$ cat config.mk
export PLATFORM = sky130hd
export DESIGN_NAME = scanout_fetch_flat
export DESIGN_NICKNAME = d
export VERILOG_FILES = /design/src/rtl/scanout_fetch_if.sv /design/src/rtl/scanout_fetch.sv /design/src/flat_wrapper.sv
export SDC_FILE = /design/constraint.sdc
export NUM_CORES = 1
export LEC_CHECK = 0
export BUFFER_PORTS_ARGS = -buffer_cell sky130_fd_sc_hd__buf_2
export CAP_MARGIN = 20
export CORE_ASPECT_RATIO = 1.25
export CORE_MARGIN = 2
export CORE_UTILIZATION = 30
export DETAILED_ROUTE_END_ITERATION = 10
export HOLD_SLACK_MARGIN = 0.02
export PLACE_DENSITY = 0.45
export SETUP_SLACK_MARGIN = 0.05
export SLEW_MARGIN = 20
export SYNTH_ARGS = -nofsm -noshare
export SYNTH_HDL_FRONTEND = slang
export SYNTH_SLANG_ARGS = --single-unit
$ cat constraint.sdc
create_clock -name clk -period 5.2 [get_ports clk]
set_input_delay 1.04 -clock clk [delete_from_list [all_inputs] [get_ports clk]]
set_output_delay 1.04 -clock clk [all_outputs]
set_load 0.02 [all_outputs]
$ cat src/rtl/scanout_fetch_if.sv
// Bundle between the scanout prefetcher and its two neighbours: memory port B (read side)
// and the display pipeline (valid/ready word stream with frame tags).
interface scanout_fetch_if #(
  parameter int unsigned AddrWidth = 12,
  parameter int unsigned DataWidth = 32
);
  logic [AddrWidth-1:0] mem_address;
  logic                 mem_rd_en;
  logic [DataWidth-1:0] mem_rd_data;
  logic [DataWidth-1:0] out_data;
  logic                 out_valid;
  logic                 out_ready;
  logic                 out_first;
  logic                 out_last;

  modport master (
    output mem_address,
    output mem_rd_en,
    input  mem_rd_data,
    output out_data,
    output out_valid,
    input  out_ready,
    output out_first,
    output out_last
  );

  modport slave (
    input  mem_address,
    input  mem_rd_en,
    output mem_rd_data,
    input  out_data,
    input  out_valid,
    output out_ready,
    input  out_first,
    input  out_last
  );
endinterface

$ cat src/rtl/scanout_fetch.sv
// Framebuffer scanout prefetcher: reads FB_WORDS contiguous words from memory port B per frame
// into a show-ahead FIFO and streams them out with first/last frame tags.
module scanout_fetch #(
  parameter int unsigned CAPACITY_BYTES = 4096,
  parameter int unsigned WORD_BYTES     = 4,
  parameter int unsigned FB_BASE_BYTES  = 0,
  parameter int unsigned FB_WORDS       = 768,
  parameter int unsigned FIFO_DEPTH     = 8
) (
  input  logic              clk,
  input  logic              reset_n,
  input  logic              frame_start,
  scanout_fetch_if.master   bus,
  output logic              busy,
  output logic              underrun
);

  localparam int unsigned AW   = $clog2(CAPACITY_BYTES);
  localparam int unsigned DW   = 8 * WORD_BYTES;
  localparam int unsigned CtW  = $clog2(FB_WORDS + 1);
  localparam int unsigned PtrW = $clog2(FIFO_DEPTH);
  localparam int unsigned CntW = $clog2(FIFO_DEPTH + 1);

  localparam logic [CtW-1:0] FbWords  = CtW'(FB_WORDS);
  localparam logic [CtW-1:0] LastIdx  = CtW'(FB_WORDS - 1);
  localparam logic [AW-1:0]  BaseAddr = AW'(FB_BASE_BYTES);
  localparam logic [AW-1:0]  Step     = AW'(WORD_BYTES);

  typedef enum logic [1:0] {StIdle, StFetch, StDrain} state_e;

  state_e           state_q, state_d;
  logic [CtW-1:0]   issued_q, issued_d;
  logic [CtW-1:0]   popped_q, popped_d;
  logic [AW-1:0]    addr_q, addr_d;
  logic             rd_pending_q, rd_pending_d;
  logic             fs_q;
  logic [DW-1:0]    fifo_q [FIFO_DEPTH];
  logic [PtrW-1:0]  wptr_q, wptr_d;
  logic [PtrW-1:0]  rptr_q, rptr_d;
  logic [CntW-1:0]  count_q, count_d;

  logic rd_en, push, pop, credit, last_beat, out_valid;

  // In-flight reads reserve a slot, so the FIFO can never be overrun by a returning read.
  assign credit = ({1'b0, count_q} + {{CntW{1'b0}}, rd_pending_q}) < (CntW + 1)'(FIFO_DEPTH);

  assign rd_en     = (state_q == StFetch) && (issued_q < FbWords) && credit && !fs_q;
  assign out_valid = (count_q != '0);
  assign push      = rd_pending_q;
  assign pop       = out_valid && bus.out_ready;
  assign last_beat = pop && (popped_q == LastIdx);

  assign bus.mem_rd_en   = rd_en;
  assign bus.mem_address = addr_q;
  assign bus.out_valid   = out_valid;
  assign bus.out_data    = fifo_q[rptr_q];
  assign bus.out_first   = out_valid && (popped_q == '0);
  assign bus.out_last    = out_valid && (popped_q == LastIdx);

  assign busy     = (state_q != StIdle);
  assign underrun = busy && bus.out_ready && !out_valid && (popped_q < FbWords);

  always_comb begin
    state_d      = state_q;
    issued_d     = issued_q;
    popped_d     = popped_q;
    addr_d       = addr_q;
    rd_pending_d = rd_en;
    wptr_d       = wptr_q;
    rptr_d       = rptr_q;
    count_d      = count_q;

    if (rd_en) begin
      issued_d = issued_q + CtW'(1);
      addr_d   = addr_q + Step;
    end
    if (pop) begin
      popped_d = popped_q + CtW'(1);
      rptr_d   = rptr_q + PtrW'(1);
    end
    if (push) begin
      wptr_d = wptr_q + PtrW'(1);
    end

    unique case ({push, pop})
      2'b10:   count_d = count_q + CntW'(1);
      2'b01:   count_d = count_q - CntW'(1);
      default: count_d = count_q;
    endcase

    unique case (state_q)
      StIdle:  state_d = StIdle;
      StFetch: if (rd_en && (issued_q == LastIdx)) state_d = StDrain;
      StDrain: if (last_beat) state_d = StIdle;
      default: state_d = StIdle;
    endcase

    // A new frame overrides everything: the read returning now and any read issued now are dropped.
    if (frame_start) begin
      state_d      = StFetch;
      issued_d     = '0;
      popped_d     = '0;
      addr_d       = BaseAddr;
      rd_pending_d = 1'b0;
      wptr_d       = '0;
      rptr_d       = '0;
      count_d      = '0;
    end
  end

  always_ff @(posedge clk or negedge reset_n) begin
    if (!reset_n) begin
      state_q      <= StIdle;
      issued_q     <= '0;
      popped_q     <= '0;
      addr_q       <= BaseAddr;
      rd_pending_q <= 1'b0;
      fs_q         <= 1'b0;
      wptr_q       <= '0;
      rptr_q       <= '0;
      count_q      <= '0;
    end else begin
      state_q      <= state_d;
      issued_q     <= issued_d;
      popped_q     <= popped_d;
      addr_q       <= addr_d;
      rd_pending_q <= rd_pending_d;
      fs_q         <= frame_start;
      wptr_q       <= wptr_d;
      rptr_q       <= rptr_d;
      count_q      <= count_d;
    end
  end

  always_ff @(posedge clk) begin
    if (push) begin
      fifo_q[wptr_q] <= bus.mem_rd_data;
    end
  end

  fifo_no_overflow: assert property (@(posedge clk) disable iff (!reset_n)
    !(push && !pop && (count_q == CntW'(FIFO_DEPTH))));

endmodule

$ cat src/flat_wrapper.sv
// flat-port wrapper written by rule: the top's interface ports become plain ports
module scanout_fetch_flat 
#(
  parameter int unsigned CAPACITY_BYTES = 4096,
  parameter int unsigned WORD_BYTES     = 4,
  parameter int unsigned FB_BASE_BYTES  = 0,
  parameter int unsigned FB_WORDS       = 768,
  parameter int unsigned FIFO_DEPTH     = 8
)
  (clk, reset_n, frame_start, busy, underrun, bus_mem_address, bus_mem_rd_en, bus_mem_rd_data, bus_out_data, bus_out_valid, bus_out_ready, bus_out_first, bus_out_last);
  scanout_fetch_if #(.AddrWidth(12), .DataWidth(32)) bus_i ();
  input  logic clk;
  input  logic reset_n;
  input  logic frame_start;
  output logic busy;
  output logic underrun;
  output wire logic [$bits(bus_i.mem_address)-1:0] bus_mem_address;
  output wire logic [$bits(bus_i.mem_rd_en)-1:0] bus_mem_rd_en;
  input wire logic [$bits(bus_i.mem_rd_data)-1:0] bus_mem_rd_data;
  output wire logic [$bits(bus_i.out_data)-1:0] bus_out_data;
  output wire logic [$bits(bus_i.out_valid)-1:0] bus_out_valid;
  input wire logic [$bits(bus_i.out_ready)-1:0] bus_out_ready;
  output wire logic [$bits(bus_i.out_first)-1:0] bus_out_first;
  output wire logic [$bits(bus_i.out_last)-1:0] bus_out_last;
  assign bus_mem_address = bus_i.mem_address;
  assign bus_mem_rd_en = bus_i.mem_rd_en;
  assign bus_i.mem_rd_data = bus_mem_rd_data;
  assign bus_out_data = bus_i.out_data;
  assign bus_out_valid = bus_i.out_valid;
  assign bus_i.out_ready = bus_out_ready;
  assign bus_out_first = bus_i.out_first;
  assign bus_out_last = bus_i.out_last;
  scanout_fetch #(.CAPACITY_BYTES(CAPACITY_BYTES), .WORD_BYTES(WORD_BYTES), .FB_BASE_BYTES(FB_BASE_BYTES), .FB_WORDS(FB_WORDS), .FIFO_DEPTH(FIFO_DEPTH)) u_core (.clk(clk), .reset_n(reset_n), .frame_start(frame_start), .bus(bus_i), .busy(busy), .underrun(underrun));
endmodule
==> parameters.txt <==
Parameter                              Value

Timing
  Final Hold Viols ... 0
  Number of setup violations in the final report ... 0
  Worst-case setup margin in the final layout ... between 1 and 1.5 ns
  Slew Viols, Final ... 0
  Setup repair after global routing missed its margin ... false
  Maximum clock rate ... around 250 MHz
  Worst slew pin tran ... between 1 and 1.5 ns
  Post-Route Skew ... between 0.01 and 0.015 ns
  Portion of the clock cycle consumed by the worst path in the final layout ... between 70% and 80%
  Post-route minimum period ... between 4 and 5 ns
  Tightest slew margin relative to the limit ... between 30% and 40%
  Accumulated negative setup slack ... 0 ns

Place
  Count of port buffers added during placement ... between 80 and 90
  Final estimated routing congestion in global placement ... 0.7334
  HPWL Detailed ... about 15,000 microns
  Placed Instance Area ... around 13,000 sq um
  Worst slack at placement ... ~1.6 ns

Power and ir drop
  Static leakage ... approximately 4.7 nW
  Worst IR Drop VDD ... 0.1912 mV
  Post-layout total power ... 5.941 mW
  Power density of the placed cells ... between 400 and 500 nW/um^2

Global routing
  Antenna violations before repair ... 4
  First-pass GRT wire length ... 39,720 microns
  Vias in the first global route ... 6,609
  Tot GR Track Use ... 12.83%
  Fraction of met2 tracks used by global routing ... between 20% and 30%
  Met3 demand-to-capacity share in global routing ... approximately 3.1%
  Most heavily used metal layer in global routing ... met2
  GRT Residual Overflow ... 0
  Pin count of the biggest net entering global routing ... 67
  Global-route met1 utilization ... 15.30%

Drt
  DRT iter0 DRCs ... ~300
  Routed vias ... just over 6,000
  Remaining design rule violation count ... 0
  Routed WL per cell ... 20.70 microns
  Routed vias/inst ... around 4.9
  Post-route ant nets ... 0
  WL final ... around 26,000 microns
  TritonRoute pass-1 iters ... 5

Critical path
  R2R cell count ... 6
  Worst path required time ... 4.16 ns
  Critical Path Start ... u_core.rptr_q[0]
  Slowest cell on the critical path ... sky130_fd_sc_hd__dfrtp_4
  Worst stage delay on the critical path ... 1.04 ns
  Largest fanout of any net on the critical path ... 44
  Kind of launch point of the worst setup path ... flip-flop
  Critical path capture point type ... primary output
  Launching point of the worst reg2reg path ... u_core.count_q[1]
  Cells traversed along the worst timing path ... buf_4, mux4_2, mux2_2, buf_2
  Category of the most critical setup path ... reg2out
  Worst EP arrival ... 2.97 ns
  FF-to-FF End ... u_core.count_q[3]
  Worst R2R Setup Slack ... 2.49 ns

Synthesis
  Xor/xnor cell area share of the yosys netlist ... about 1.7%
  Predominant post-synthesis flop cell ... sky130_fd_sc_hd__edfxtp_1
  Multiplexer share of the synthesized area ... around 15%
  Gate Count Post-Synth ... roughly 630
  Portion of the post-synthesis area used by sequential elements ... around 73%
  Simple logic cell fraction of the synthesized area ... under 10%
  Flops & latches, synth ... 300
  Number of flops mapped to enable cells by yosys ... ~260
  Count of warnings emitted by yosys ... 0
  Adder-Cell Fraction of Synth Area ... less than 1%
  Average size of a mapped cell ... about 19 sq um
  Async set or reset register ratio after synthesis ... about 15%
  Synthesized cell area ... ~12,000 sq um
  Dominant combinational cell family by area after synthesis ... multiplexers
  Number of distinct library cell variants in the gate-level netlist after synthesis ... between 40 and 50
  Synth Area in Compound Gates ... 1.860%

Clock tree
  Number of setup buffers added after CTS ... 0
  Clock transition at the registers of the reported paths ... 0.06 ns
  Clock tree from TritonCTS ... yes
  Inserted Clock Buffers ... 34
  Clock sink count ... 300
  Gates resized, CTS repair ... 0
  Insertion delay to the later sink of the worst-skew pair ... 0.50 ns
  H-Tree Depth ... 2
  Clock Tree Root ... sky130_fd_sc_hd__clkbuf_16
  Clock buffer depth ... 3
  Hold-fix buffer count after cts ... 0

Finish
  Final Util ... 35.93%
  Final net count ... between 700 and 800
  Growth of design area from synthesis to finish ... 17.68%
  Final Cell Area ... around 14,000 sq um
  Share of final-layout standard cells stronger than drive strength 1 ... about 34%

Worst hold path
  Hold Crit Class ... in2async

Run
  MaxCap Viol Count ... 0

Floorplanning
  Die ar. ... 41,540 sq um
  Row count ... slightly above 80
  Die width ... ~180 microns
  Chip height ... 227.4 microns
  Area of the core ... 39,220 sq um
  Effective utilization at floorplan ... a little under a third
  Count of boundary I/O pins ... 86

Status
  Outcome ... completed
## cell type report
type | instances | area (sq um)
clock buffers | 45 | 977.2
fillers | 3627 | 25130
repair buffers | 94 | 500.5
flip-flops and latches | 300 | 8797
diodes | 1 | 2.502
well taps | 498 | 623.1
clock inverters | 13 | 80.08
inverters | 10 | 37.54
multi-input cells | 287 | 3074
## how the worst max path moves through the flow
stage | cells after the start | endpoint
final | 4 | bus_out_data[23]
after global routing | 4 | bus_out_data[15]
after CTS | 4 | bus_out_data[23]
after detailed placement | 4 | bus_out_data[23]
after global placement | 4 | bus_out_data[15]
after floorplan | 3 | u_core.fifo_q[0][0]
## sequential cells by signal, indices dropped and copies added (netlist names)
signal,count
u_core.fifo_q,256
u_core.bus.mem_address,10
u_core.issued_q,10
u_core.popped_q,10
u_core.count_q,4
u_core.rptr_q,3
u_core.wptr_q,3
u_core.state_q,2
u_core.fs_q,1
u_core.push,1
## report_power, final
group / switching [mW] / leakage [nW] / internal [mW]
logic: 0.442 / 1.29 / 0.415
clock network: 0.896 / 0.519 / 1.36
registers: 0.146 / 2.91 / 2.68
## synthesized netlist by cell type, types with 2 or more instances
| library cell | instances | share of area, % |
|---|---|---|
| sky130_fd_sc_hd__ha_1 | 8 | 0.84 |
| sky130_fd_sc_hd__a21oi_1 | 16 | 0.67 |
| sky130_fd_sc_hd__clkbuf_1 | 16 | 0.50 |
| sky130_fd_sc_hd__buf_4 | 2 | 0.13 |
| sky130_fd_sc_hd__xor2_1 | 11 | 0.80 |
| sky130_fd_sc_hd__mux2i_1 | 2 | 0.17 |
| sky130_fd_sc_hd__nand4_1 | 9 | 0.47 |
| sky130_fd_sc_hd__nand3_1 | 7 | 0.29 |
| sky130_fd_sc_hd__dfrtp_1 | 44 | 9.2 |
| sky130_fd_sc_hd__buf_2 | 8 | 0.33 |
| sky130_fd_sc_hd__or4_1 | 6 | 0.38 |
| sky130_fd_sc_hd__o31ai_1 | 3 | 0.19 |
| sky130_fd_sc_hd__nor3_1 | 5 | 0.21 |
| sky130_fd_sc_hd__edfxtp_1 | 256 | 64 |
| sky130_fd_sc_hd__nand2_1 | 25 | 0.78 |
| sky130_fd_sc_hd__o21ai_0 | 8 | 0.33 |
| sky130_fd_sc_hd__mux4_2 | 64 | 12 |
| sky130_fd_sc_hd__nand2b_1 | 3 | 0.16 |
| sky130_fd_sc_hd__or3_1 | 8 | 0.42 |
| sky130_fd_sc_hd__nor2b_1 | 2 | 0.10 |
| sky130_fd_sc_hd__and3_1 | 5 | 0.26 |
| sky130_fd_sc_hd__nor2_1 | 35 | 1.1 |
| sky130_fd_sc_hd__nand4_2 | 2 | 0.21 |
| sky130_fd_sc_hd__xnor2_1 | 10 | 0.73 |
| sky130_fd_sc_hd__buf_1 | 2 | 0.063 |
| sky130_fd_sc_hd__mux2_2 | 34 | 3.2 |
| sky130_fd_sc_hd__nor4_1 | 6 | 0.31 |
| sky130_fd_sc_hd__inv_1 | 10 | 0.31 |
## layer usage
layer	up-vias	part of all wire (%)
met2	146	52
met4	4	2.3
met1	3185	41
li1	2708	-
met5	-	0.089
met3	47	4.9
## critical path, delay by kind of cell (launching register included)
kind	cells	cell delay, ns
flops	1	1.04
mux	2	0.85
buf+inv	2	0.57
## layout by cell type, fill, tap and decap left out, types with 6 or more instances in the layout
cell,count
sky130_fd_sc_hd__buf_4,12
sky130_fd_sc_hd__inv_1,10
sky130_fd_sc_hd__clkbuf_16,38
sky130_fd_sc_hd__mux2_2,34
sky130_fd_sc_hd__nand2_1,25
sky130_fd_sc_hd__a21oi_1,16
sky130_fd_sc_hd__clkinv_1,8
sky130_fd_sc_hd__nand3_1,7
sky130_fd_sc_hd__buf_2,82
sky130_fd_sc_hd__nand4_1,9
sky130_fd_sc_hd__o21ai_0,8
sky130_fd_sc_hd__nor4_1,6
sky130_fd_sc_hd__ha_1,8
sky130_fd_sc_hd__xor2_1,11
sky130_fd_sc_hd__mux4_2,64
sky130_fd_sc_hd__xnor2_1,10
sky130_fd_sc_hd__nor2_1,29
sky130_fd_sc_hd__or3_1,8
sky130_fd_sc_hd__edfxtp_1,256
sky130_fd_sc_hd__clkbuf_1,7
sky130_fd_sc_hd__dfrtp_1,41
sky130_fd_sc_hd__or4_1,6
sky130_fd_sc_hd__nor2_4,6
## stage by stage
stage          instances  hold slack (ns)
2_1_floorplan        626           0.5033
3_3_place_gp        1189           0.5213
3_5_place_dp        1189           0.5360
4_1_cts             1247           0.5486
5_1_grt             1247           0.5614
6_report            1248           0.5349
## kinds of logic (layout without fill, tap and decap cells)
kind of cell,Yosys count,after routing
buffers and inverters,39,162
DFF,300,300
and+or+nand+nor,121,121
AOI/OAI and AO/OA,34,34
xor gates and xnor gates,22,22
adders and majority gates,8,8
muxes,100,100
other,1,3
(Power assumes the default switching activity.)
